**src/rtl/eth_pkg.sv**
```systemverilog
// eth_pkg: shared Ethernet constants and the transmit FSM state type.
//   PREAMBLE_BYTE / SFD_BYTE : frame delimiters
//   CRC_POLY_REFL            : reflected CRC-32 polynomial
//   CRC_RESIDUE              : running-CRC value after a good body+FCS
//   tx_state_t               : frame generator states
package eth_pkg;
  localparam logic [7:0]  PREAMBLE_BYTE = 8'h55;
  localparam logic [7:0]  SFD_BYTE      = 8'hD5;
  localparam logic [31:0] CRC_POLY_REFL = 32'hEDB88320;
  localparam logic [31:0] CRC_RESIDUE   = 32'hDEBB20E3;

  typedef enum logic [2:0] {
    ST_START_WAIT = 3'd0,
    ST_PREAMBLE   = 3'd1,
    ST_SFD        = 3'd2,
    ST_HEADER     = 3'd3,
    ST_PAYLOAD    = 3'd4,
    ST_FCS        = 3'd5,
    ST_IFG        = 3'd6
  } tx_state_t;
endpackage

```
**src/rtl/crc32_d8.sv**
```systemverilog
// crc32_d8: combinational byte-wide update of a reflected CRC-32.
//   crc_in  [31:0] : current CRC register
//   data    [7:0]  : byte being absorbed (LSB first on the wire)
//   crc_out [31:0] : CRC register after absorbing data
module crc32_d8
  import eth_pkg::*;
(
  input  logic [31:0] crc_in,
  input  logic [7:0]  data,
  output logic [31:0] crc_out
);
  always_comb begin
    logic [31:0] c;
    c = crc_in ^ {24'h0, data};
    for (int i = 0; i < 8; i++)
      c = c[0] ? ((c >> 1) ^ CRC_POLY_REFL) : (c >> 1);
    crc_out = c;
  end
endmodule

```
**src/rtl/gmii_to_rgmii.sv**
```systemverilog
// gmii_to_rgmii: periodic Ethernet II test-frame generator feeding an
// RGMII DDR transmitter, for PHY bring-up.
//   clk, rst            : 125 MHz clock, async active-high reset
//   rgmii_rx_*          : reserved, ignored
//   rgmii_tx_clk        : forwarded clk (held 0 in reset)
//   rgmii_tx_ctrl       : TX_EN (high phase) / TX_EN^TX_ER (low phase)
//   rgmii_txd[3:0]      : byte[3:0] in high phase, byte[7:4] in low phase
module gmii_to_rgmii
  import eth_pkg::*;
#(
  parameter logic [47:0] SRC_MAC     = 48'h02_00_00_00_00_01,
  parameter logic [47:0] DST_MAC     = 48'hFF_FF_FF_FF_FF_FF,
  parameter logic [15:0] ETHERTYPE   = 16'h88B5,
  parameter int          PAYLOAD_LEN = 46,
  parameter int          IFG_CYCLES  = 12,
  parameter int          START_DELAY = 16
) (
  input  logic       clk,
  input  logic       rst,
  input  logic       rgmii_rx_clk,
  input  logic       rgmii_rx_ctrl,
  input  logic [3:0] rgmii_rxd,
  output logic       rgmii_tx_clk,
  output logic       rgmii_tx_ctrl,
  output logic [3:0] rgmii_txd
);
  localparam int MAX_A = (PAYLOAD_LEN > IFG_CYCLES) ? PAYLOAD_LEN : IFG_CYCLES;
  localparam int MAX_C = (MAX_A > START_DELAY) ? MAX_A : START_DELAY;
  localparam int CW    = $clog2(MAX_C + 1);

  localparam logic [CW-1:0] LAST_START = CW'(START_DELAY - 1);
  localparam logic [CW-1:0] LAST_PRE   = CW'(6);
  localparam logic [CW-1:0] LAST_HDR   = CW'(13);
  localparam logic [CW-1:0] LAST_PAY   = CW'(PAYLOAD_LEN - 1);
  localparam logic [CW-1:0] LAST_FCS   = CW'(3);
  localparam logic [CW-1:0] LAST_IFG   = CW'(IFG_CYCLES - 1);

  localparam logic [111:0] HDR = {DST_MAC, SRC_MAC, ETHERTYPE};

  // RX side is reserved; fold it into a sink so it stays visibly unused.
  logic unused_rx;
  assign unused_rx = ^{rgmii_rx_clk, rgmii_rx_ctrl, rgmii_rxd};

  tx_state_t     state;
  logic [CW-1:0] cnt;
  logic [31:0]   crc, crc_next;
  logic [7:0]    byte_q;
  logic          en_q;

  logic [7:0]    gmii_d;
  logic          gmii_en;
  logic [CW-1:0] limit;
  logic [111:0]  hdr_sh;
  logic [31:0]   fcs_sh;

  assign hdr_sh = HDR << {cnt, 3'b000};
  // FCS goes out least-significant byte first.
  assign fcs_sh = (~crc) >> {cnt[1:0], 3'b000};

  always_comb begin
    gmii_d  = 8'h00;
    gmii_en = 1'b0;
    limit   = '0;
    case (state)
      ST_START_WAIT: limit = LAST_START;
      ST_PREAMBLE: begin gmii_d = PREAMBLE_BYTE; gmii_en = 1'b1; limit = LAST_PRE; end
      ST_SFD:      begin gmii_d = SFD_BYTE;      gmii_en = 1'b1; end
      ST_HEADER:   begin gmii_d = hdr_sh[111:104]; gmii_en = 1'b1; limit = LAST_HDR; end
      ST_PAYLOAD:  begin gmii_d = 8'(cnt);       gmii_en = 1'b1; limit = LAST_PAY; end
      ST_FCS:      begin gmii_d = fcs_sh[7:0];   gmii_en = 1'b1; limit = LAST_FCS; end
      ST_IFG:      limit = LAST_IFG;
      default:     limit = '0;
    endcase
  end

  // CRC absorbs the byte being loaded this cycle, so the register already
  // holds the final value when the FSM enters FCS.
  crc32_d8 u_crc (
    .crc_in (crc),
    .data   (gmii_d),
    .crc_out(crc_next)
  );

  always_ff @(posedge clk or posedge rst) begin
    if (rst) begin
      state  <= ST_START_WAIT;
      cnt    <= '0;
      crc    <= '1;
      byte_q <= 8'h00;
      en_q   <= 1'b0;
    end else begin
      byte_q <= gmii_d;
      en_q   <= gmii_en;
      if (state == ST_SFD)
        crc <= '1;
      else if (state == ST_HEADER || state == ST_PAYLOAD)
        crc <= crc_next;
      if (cnt == limit) begin
        cnt <= '0;
        case (state)
          ST_START_WAIT: state <= ST_PREAMBLE;
          ST_PREAMBLE:   state <= ST_SFD;
          ST_SFD:        state <= ST_HEADER;
          ST_HEADER:     state <= ST_PAYLOAD;
          ST_PAYLOAD:    state <= ST_FCS;
          ST_FCS:        state <= ST_IFG;
          ST_IFG:        state <= ST_PREAMBLE;
          default:       state <= ST_START_WAIT;
        endcase
      end else begin
        cnt <= cnt + 1'b1;
      end
    end
  end

  // DDR mux on clk level. TX_ER is never asserted, so the low-phase
  // TX_EN^TX_ER reduces to TX_EN.
  assign rgmii_tx_clk  = clk & ~rst;
  assign rgmii_tx_ctrl = en_q;
  assign rgmii_txd     = clk ? byte_q[3:0] : byte_q[7:4];
endmodule

```
**config.mk**
```make
export PLATFORM = sky130hd
export DESIGN_NAME = gmii_to_rgmii
export DESIGN_NICKNAME = d
export VERILOG_FILES = /design/src/rtl/eth_pkg.sv /design/src/rtl/crc32_d8.sv /design/src/rtl/gmii_to_rgmii.sv
export SDC_FILE = /design/constraint.sdc
export NUM_CORES = 1
export LEC_CHECK = 0
export CORE_UTILIZATION = 52
export DETAILED_ROUTE_END_ITERATION = 10
export MAX_ROUTING_LAYER = met4
export PLACE_DENSITY = 0.72
export SYNTH_ARGS = -nofsm -noshare
export SYNTH_HDL_FRONTEND = slang
export SYNTH_HIERARCHICAL = 1
export SYNTH_SLANG_ARGS = --single-unit
```
**constraint.sdc**
```tcl
create_clock -name clk -period 3.4 [get_ports clk]
set_input_delay 1.02 -clock clk [delete_from_list [all_inputs] [get_ports clk]]
set_output_delay 1.02 -clock clk [all_outputs]
set_load 0.005 [all_outputs]
```
==> results of run 1 <==
==> layer usage <==
metal / wire length [um] / up-vias / GRT usage [%]
met3: 277 / 20 / 4.699
met5: 0 / - / -
li1: - / 1194 / -
met4: 228 / 0 / 15.52
met1: 3427 / 1236 / 33.12
met2: 3707 / 57 / 39.75
==> final timing paths <==
kind / cells past startpoint / to / startpoint
setup / recovery: 4 / rgmii_tx_clk / clk
hold / removal: 2 / crc[10]$_DFFE_PP1P_ / crc[10]$_DFFE_PP1P_
setup reg to reg: 10 / crc[25]$_DFFE_PP1P_ / cnt[1]$_DFF_PP0_
hold reg to reg: 2 / crc[10]$_DFFE_PP1P_ / crc[10]$_DFFE_PP1P_
max in group asynchronous: 3 / crc[3]$_DFFE_PP1P_ / rst
min in group asynchronous: 2 / byte_q[1]$_DFF_PP0_ / rst
==> cells by family after synthesis <==
group                    share of synthesized area [%]
flip-flops                                       38.05
buffers and inverters                            3.687
XOR/XNOR                                         24.93
adder cells (fa/ha/maj)                         0.3687
AND/OR/NAND/NOR                                  19.62
AO/OA/AOI/OAI                                    6.269
multiplexers                                     7.079
==> where the power goes <==
group	switching, mW	total [mW]	internal [mW]
Clock	0.272	0.598	0.326
Sequential	0	0.596	0.596
Combinational	0.0119	0.0145	0.00262
Total	0.284	1.21	0.925
==> critical path: cells and delay by family <==
family        cells  cell delay (ns)
simple gates      1             0.13
buf+inv           3             0.52
==> per-stage QoR <==
step                      hold WS (ns)  area, um2  setup WS [ns]  total power, mW  instances
final                           0.5045       3810        0.03306            1.209        448
after global routing            0.5279       3810       0.001380            1.267        448
after CTS                       0.5065       3810       0.008426            1.231        448
after detailed placement        0.4911       3676       0.007319           0.7278        435
after global placement          0.4828       3676       0.007330           0.7268        435
after floorplan                 0.4758       3393         0.4236           0.6649        346
==> layout make-up <==
type / instances / share of cell area [%]
clock inverters: 3 / 0.4598
multi-input cells: 268 / 51.99
inverters: 6 / 0.5911
repair buffers: 29 / 6.174
well taps: 77 / 2.529
clock buffers: 15 / 4.368
flip-flops and latches: 50 / 33.89
==> cells in the mapped netlist (2+ instances only) <==
cell	number
mux4_2	8
a21oi_1	9
dfrtp_1	18
or3b_1	2
mux2_2	4
xnor2_2	5
nand2_1	74
xnor3_1	4
nor3_1	2
dfstp_2	32
a211o_1	2
nor2b_1	4
nor3b_1	4
a311oi_1	2
inv_1	6
xnor2_1	48
nand3_1	37
or3_1	4
buf_2	7
clkbuf_1	12
xor2_2	2
xor2_1	19
o21ai_0	8
nor2_1	8
xor2_4	2
==> flip-flops by register name (all words and copies together) (netlist names) <==
signal and flops:
state 3, rgmii_tx_ctrl 1, cnt 6, crc 32, byte_q 8
==> cell usage in the layout, fill, tap and decap left out, types with 4 or more instances in the layout <==
| master | Yosys | routed |
|---|---|---|
| buf_2 | 7 | 4 |
| o21ai_0 | 8 | 8 |
| mux2_2 | 4 | 4 |
| xnor3_1 | 4 | 4 |
| a21oi_1 | 9 | 9 |
| dfstp_2 | 32 | 32 |
| xor2_1 | 19 | 19 |
| nand3_1 | 37 | 37 |
| buf_4 | 1 | 26 |
| dfrtp_1 | 18 | 18 |
| nor2b_1 | 4 | 4 |
| nor3b_1 | 4 | 4 |
| inv_1 | 6 | 5 |
| or3_1 | 4 | 4 |
| clkbuf_8 | 0 | 10 |
| nor2_1 | 8 | 8 |
| nand2_1 | 74 | 74 |
| xnor2_2 | 5 | 5 |
| xnor2_1 | 48 | 48 |
| mux4_2 | 8 | 8 |
==> impl_metrics.toml, run 1 <==
[detailed_routing]
via_per_inst = 5.596
via_count = 2507
wl_um = 7641
ant_nets = 0
dr.pass1.iters = 4
routedWlPerCell_um = 17.06
drtIter0Drc = 150
drcViolationCount = 0

[yosys]
netlist_top_cells_area = "dfstp_2 (25%), dfrtp_1 (13%), xnor2_1 (12%)"
synth_top_area_share_pct = 24.78
synth_ff_type = "dfstp_2"
async_flop_share_pct = 100.0
synth_area_mm2 = 0.003393
syn_inst = 346
synth_edf_count = 0
ys_types = 48
yosysWarnings = 6
synth_top_area_cell = "dfstp_2"
synth_seq_area_share_pct = 38.05
yosys_register_bits = 50
postSynthAreaPerCell_um2 = 9.807
synth_fp_nets = 355

[clocking]
path_clk_slew_ns = 0.09
clock_latency_ns = 0.41
post_cts_resized = 17
cts_tree = "built"
post-cts-setup-buffers = 0
cts_hold_buf = 0

[worst_setup_path]
endpoint_kind = "primary output"
crit_chain = "clkbuf_8 > clkbuf_8 > nor2b_1 > dlygate4sd2_1"
critPathKind = "clock port to primary output"
slowest_stage = "dlygate4sd2_1"
cp_slowest_stage_delay_ns = 0.27
cp_common_cell = "clkbuf_8"
cp_data_arrival_time_ns = 2.35
crit_required_ns = 2.38
reg2reg_slack_ns = 0.25
cp_max_fo = 3
critPathLaunchType = "clock port"

[hold_path]
hold_class = "register to register"

[flow_run]
timing.max_cap.violations = 0

[final_layout]
seq_area_mm2 = 0.001291
final_nets = 378
drive_gt1_share_pct = 28.03
multi_input_area_mm2 = 0.001981
final_core_util_pct = 60.34
diodes = 0
num-fill-cells = 544
area_growth_pct = 12.28

[die]
die-area_mm2 = 0.006853
die_w_um = 82.78
die_h_um = 82.78
core_area_mm2 = 0.006314
start_util_pct = 53.75
ioPinCount = 14
num_rows = 29

[grt]
grt_start_max_net_pins = 34
grt-ovfl-total = 0
grt_pass1_wl_um = 12560
antenna_found_initial = 0
grt_usage_pct = 26.35
first_global_vias = 2586

[sta]
clock_skew_ns = 0.009231
finalSetupTns_ns = 0
slew_headroom_pct = 24.69
finalHoldViolCount = 0
finalSetupViolCount = 0
worstMarginPinSlew_ns = 1.130
rsz0062_at_grt = "no"
maxSlewViolCount = 0

[outcome]
outcome = "finished, final reports clean"

[placed_design]
routabilityCongestion = 0.9047
hpwl_um = 5178
port_buffers = 7

[pwr]
power_density_mw_per_mm2 = 317.4
p_leak_nw = 1.601
vdd_ir_drop_max_mv = 0.4066
Note: power is estimated with default switching activity, not from simulation.
==> run 2: changes to the inputs <==
--- a/config.mk
+++ b/config.mk
@@ -7,6 +7,7 @@
 export LEC_CHECK = 0
 export CORE_UTILIZATION = 52
 export DETAILED_ROUTE_END_ITERATION = 10
+export HOLD_SLACK_MARGIN = 0.06
 export MAX_ROUTING_LAYER = met4
 export PLACE_DENSITY = 0.72
 export SYNTH_ARGS = -nofsm -noshare
==> results of run 2 <==
Final layout, timing and power as in run 1 (identical DEF).
==> run 3: changes to the inputs <==
==> constraint.sdc (replaced) <==
create_clock -name clk -period 3.3 [get_ports clk]
set_input_delay 0.99 -clock clk [delete_from_list [all_inputs] [get_ports clk]]
set_output_delay 0.99 -clock clk [all_outputs]
set_load 0.005 [all_outputs]
==> run 3 against run 2 <==
  * Flip-flop and latch count unchanged
  * Power increased by 6.7%
  * Combinational power down 5%
  * Critical endpoint is now rgmii_txd[2]
  * Highest routed layer unchanged
==> impl_metrics.toml, run 3 (same netlist as run 1, synthesis figures left out) <==
[outcome]
outcome = "finished, final reports clean"

[grt]
grt_usage_pct = 25.53
antenna_found_initial = 0
grt_start_max_net_pins = 51
grt_pass1_wl_um = 12130
grt-ovfl-total = 0
first_global_vias = 2432

[clocking]
cts_tree = "built"
path_clk_slew_ns = 0.09
cts_hold_buf = 0
post-cts-setup-buffers = 0
clock_latency_ns = 0.41

[final_layout]
layout_common_cells = "nand2_1 (74), xnor2_1 (47), nand3_1 (37), dfstp_2 (32), buf_4 (27)"
finish.instance_area_mm2 = 0.003816
num-fill-cells = 521
drive_gt1_share_pct = 27.76
layout_commonest_cell = "nand2_1"
regMostFlops = "crc"
largest_register_ffs = 32
reg_top3 = "crc x32, byte_q x8, cnt x6"
diodes = 0
area_growth_pct = 12.46
final_nets = 378

[die]
die_w_um = 82.78
start_util_pct = 53.75
die_h_um = 82.78
num_rows = 29
core_area_mm2 = 0.006314
die-area_mm2 = 0.006853
ioPinCount = 14

[placed_design]
routabilityCongestion = 0.8670
placed_area_mm2 = 0.003664
port_buffers = 7
hpwl_um = 5113

[flow_run]
timing.max_cap.violations = 0

[detailed_routing]
ant_nets = 0
wl_um = 7462
via_per_inst = 5.551
routed.top_layer = "met4"
dr.pass1.iters = 4
drtIter0Drc = 189
wl_met2_um = 3613
drcViolationCount = 0
wl_met1_um = 3302
via_count = 2487
met3_length_um = 406
routedWlPerCell_um = 16.66

[worst_setup_path]
critPathKind = "clock port to primary output"
reg2reg_slack_ns = 0.25
cp_data_arrival_time_ns = 2.28
endpoint_kind = "primary output"
critPathLaunchType = "clock port"
cp_max_fo = 3
crit_required_ns = 2.31

[sta]
rsz0062_at_grt = "no"
finalHoldViolCount = 0
finalSetupViolCount = 0
slew_headroom_pct = 58.38
finalSetupTns_ns = 0
maxSlewViolCount = 0
worstMarginPinSlew_ns = 0.6243
clock_skew_ns = 0.007027

[pwr]
pwr-share-comb_pct = 1.1
pwr-share-seq_pct = 47.6
power_density_mw_per_mm2 = 338.0
p_leak_nw = 1.608
switching_share_pct = 21.67
vdd_ir_drop_max_mv = 0.3845
switchingPower_mw = 0.2795
pwr-share-clk_pct = 51.3
intPower_mw = 1.010

[hold_path]
hold_class = "register to register"
run 3: final timing paths:
path                                       end           startpoint  cells after the start
min reg2reg                crc[21]$_DFFE_PP1P_  crc[21]$_DFFE_PP1P_                      2
max reg2reg                crc[24]$_DFFE_PP1P_     cnt[1]$_DFF_PP0_                      9
min                        crc[21]$_DFFE_PP1P_  crc[21]$_DFFE_PP1P_                      2
max in group asynchronous     cnt[1]$_DFF_PP0_                  rst                      3
min in group asynchronous  byte_q[1]$_DFF_PP0_                  rst                      3
max                               rgmii_txd[2]                  clk                      4
run 3: metrics by stage:
| stage | hold slack [ns] | power (mW) | utilization [%] | setup WS, ns | std cells |
|---|---|---|---|---|---|
| floorplan | 0.4758 | 0.6851 | - | 0.3236 | 346 |
| global placement | 0.4885 | 0.7480 | 58.03 | -0.01267 | 435 |
| detailed placement | 0.4921 | 0.7485 | 58.03 | -0.01268 | 435 |
| CTS | 0.5053 | 1.311 | 60.40 | -0.06065 | 448 |
| global route | 0.5211 | 1.356 | 60.44 | 0.0008986 | 448 |
| finish | 0.5059 | 1.290 | 60.44 | 0.03307 | 448 |
run 3: repair_timing:
| item | 4_1_cts | 5_1_grt |
|---|---|---|
| gates resized for setup | 15 | 2 |
| hold endpoints to repair | 0 | 0 |
| endpoints found under the setup margin | 5 | 3 |
run 3: power groups by stage:
stage | combinational [mW] | sequential, mW | clock, mW
after floorplan | 0.00864 | 0.625 | 0.0517
after global placement | 0.0144 | 0.625 | 0.109
after detailed placement | 0.0149 | 0.625 | 0.109
after CTS | 0.0149 | 0.614 | 0.682
after global routing | 0.0161 | 0.615 | 0.725
final | 0.0138 | 0.614 | 0.662
run 3: area by class of cell:
| cell class | count | area (um2) | share of cell area, % |
|---|---|---|---|
| multi-input combinational | 268 | 1988 | 52.10 |
| sequential | 50 | 1291 | 33.84 |
| clock inverter | 2 | 35.03 | 0.9180 |
| tap | 77 | 96.34 | 2.525 |
| clock buffer | 16 | 160.2 | 4.197 |
| timing repair buffer | 29 | 222.7 | 5.836 |
| inverter | 6 | 22.52 | 0.5902 |
run 3: critical path: stages:
cell,delay [ns]
clkbuf_8,0.11
clkbuf_8,0.13
mux2_2,0.26
buf_2,0.12
run 3: routing by layer:
| metal | up-vias | global-route usage (%) |
|---|---|---|
| met5 | - | - |
| met4 | 0 | 12.93 |
| met3 | 14 | 5.574 |
| met2 | 67 | 39.92 |
| met1 | 1210 | 31.09 |
| li1 | 1196 | - |
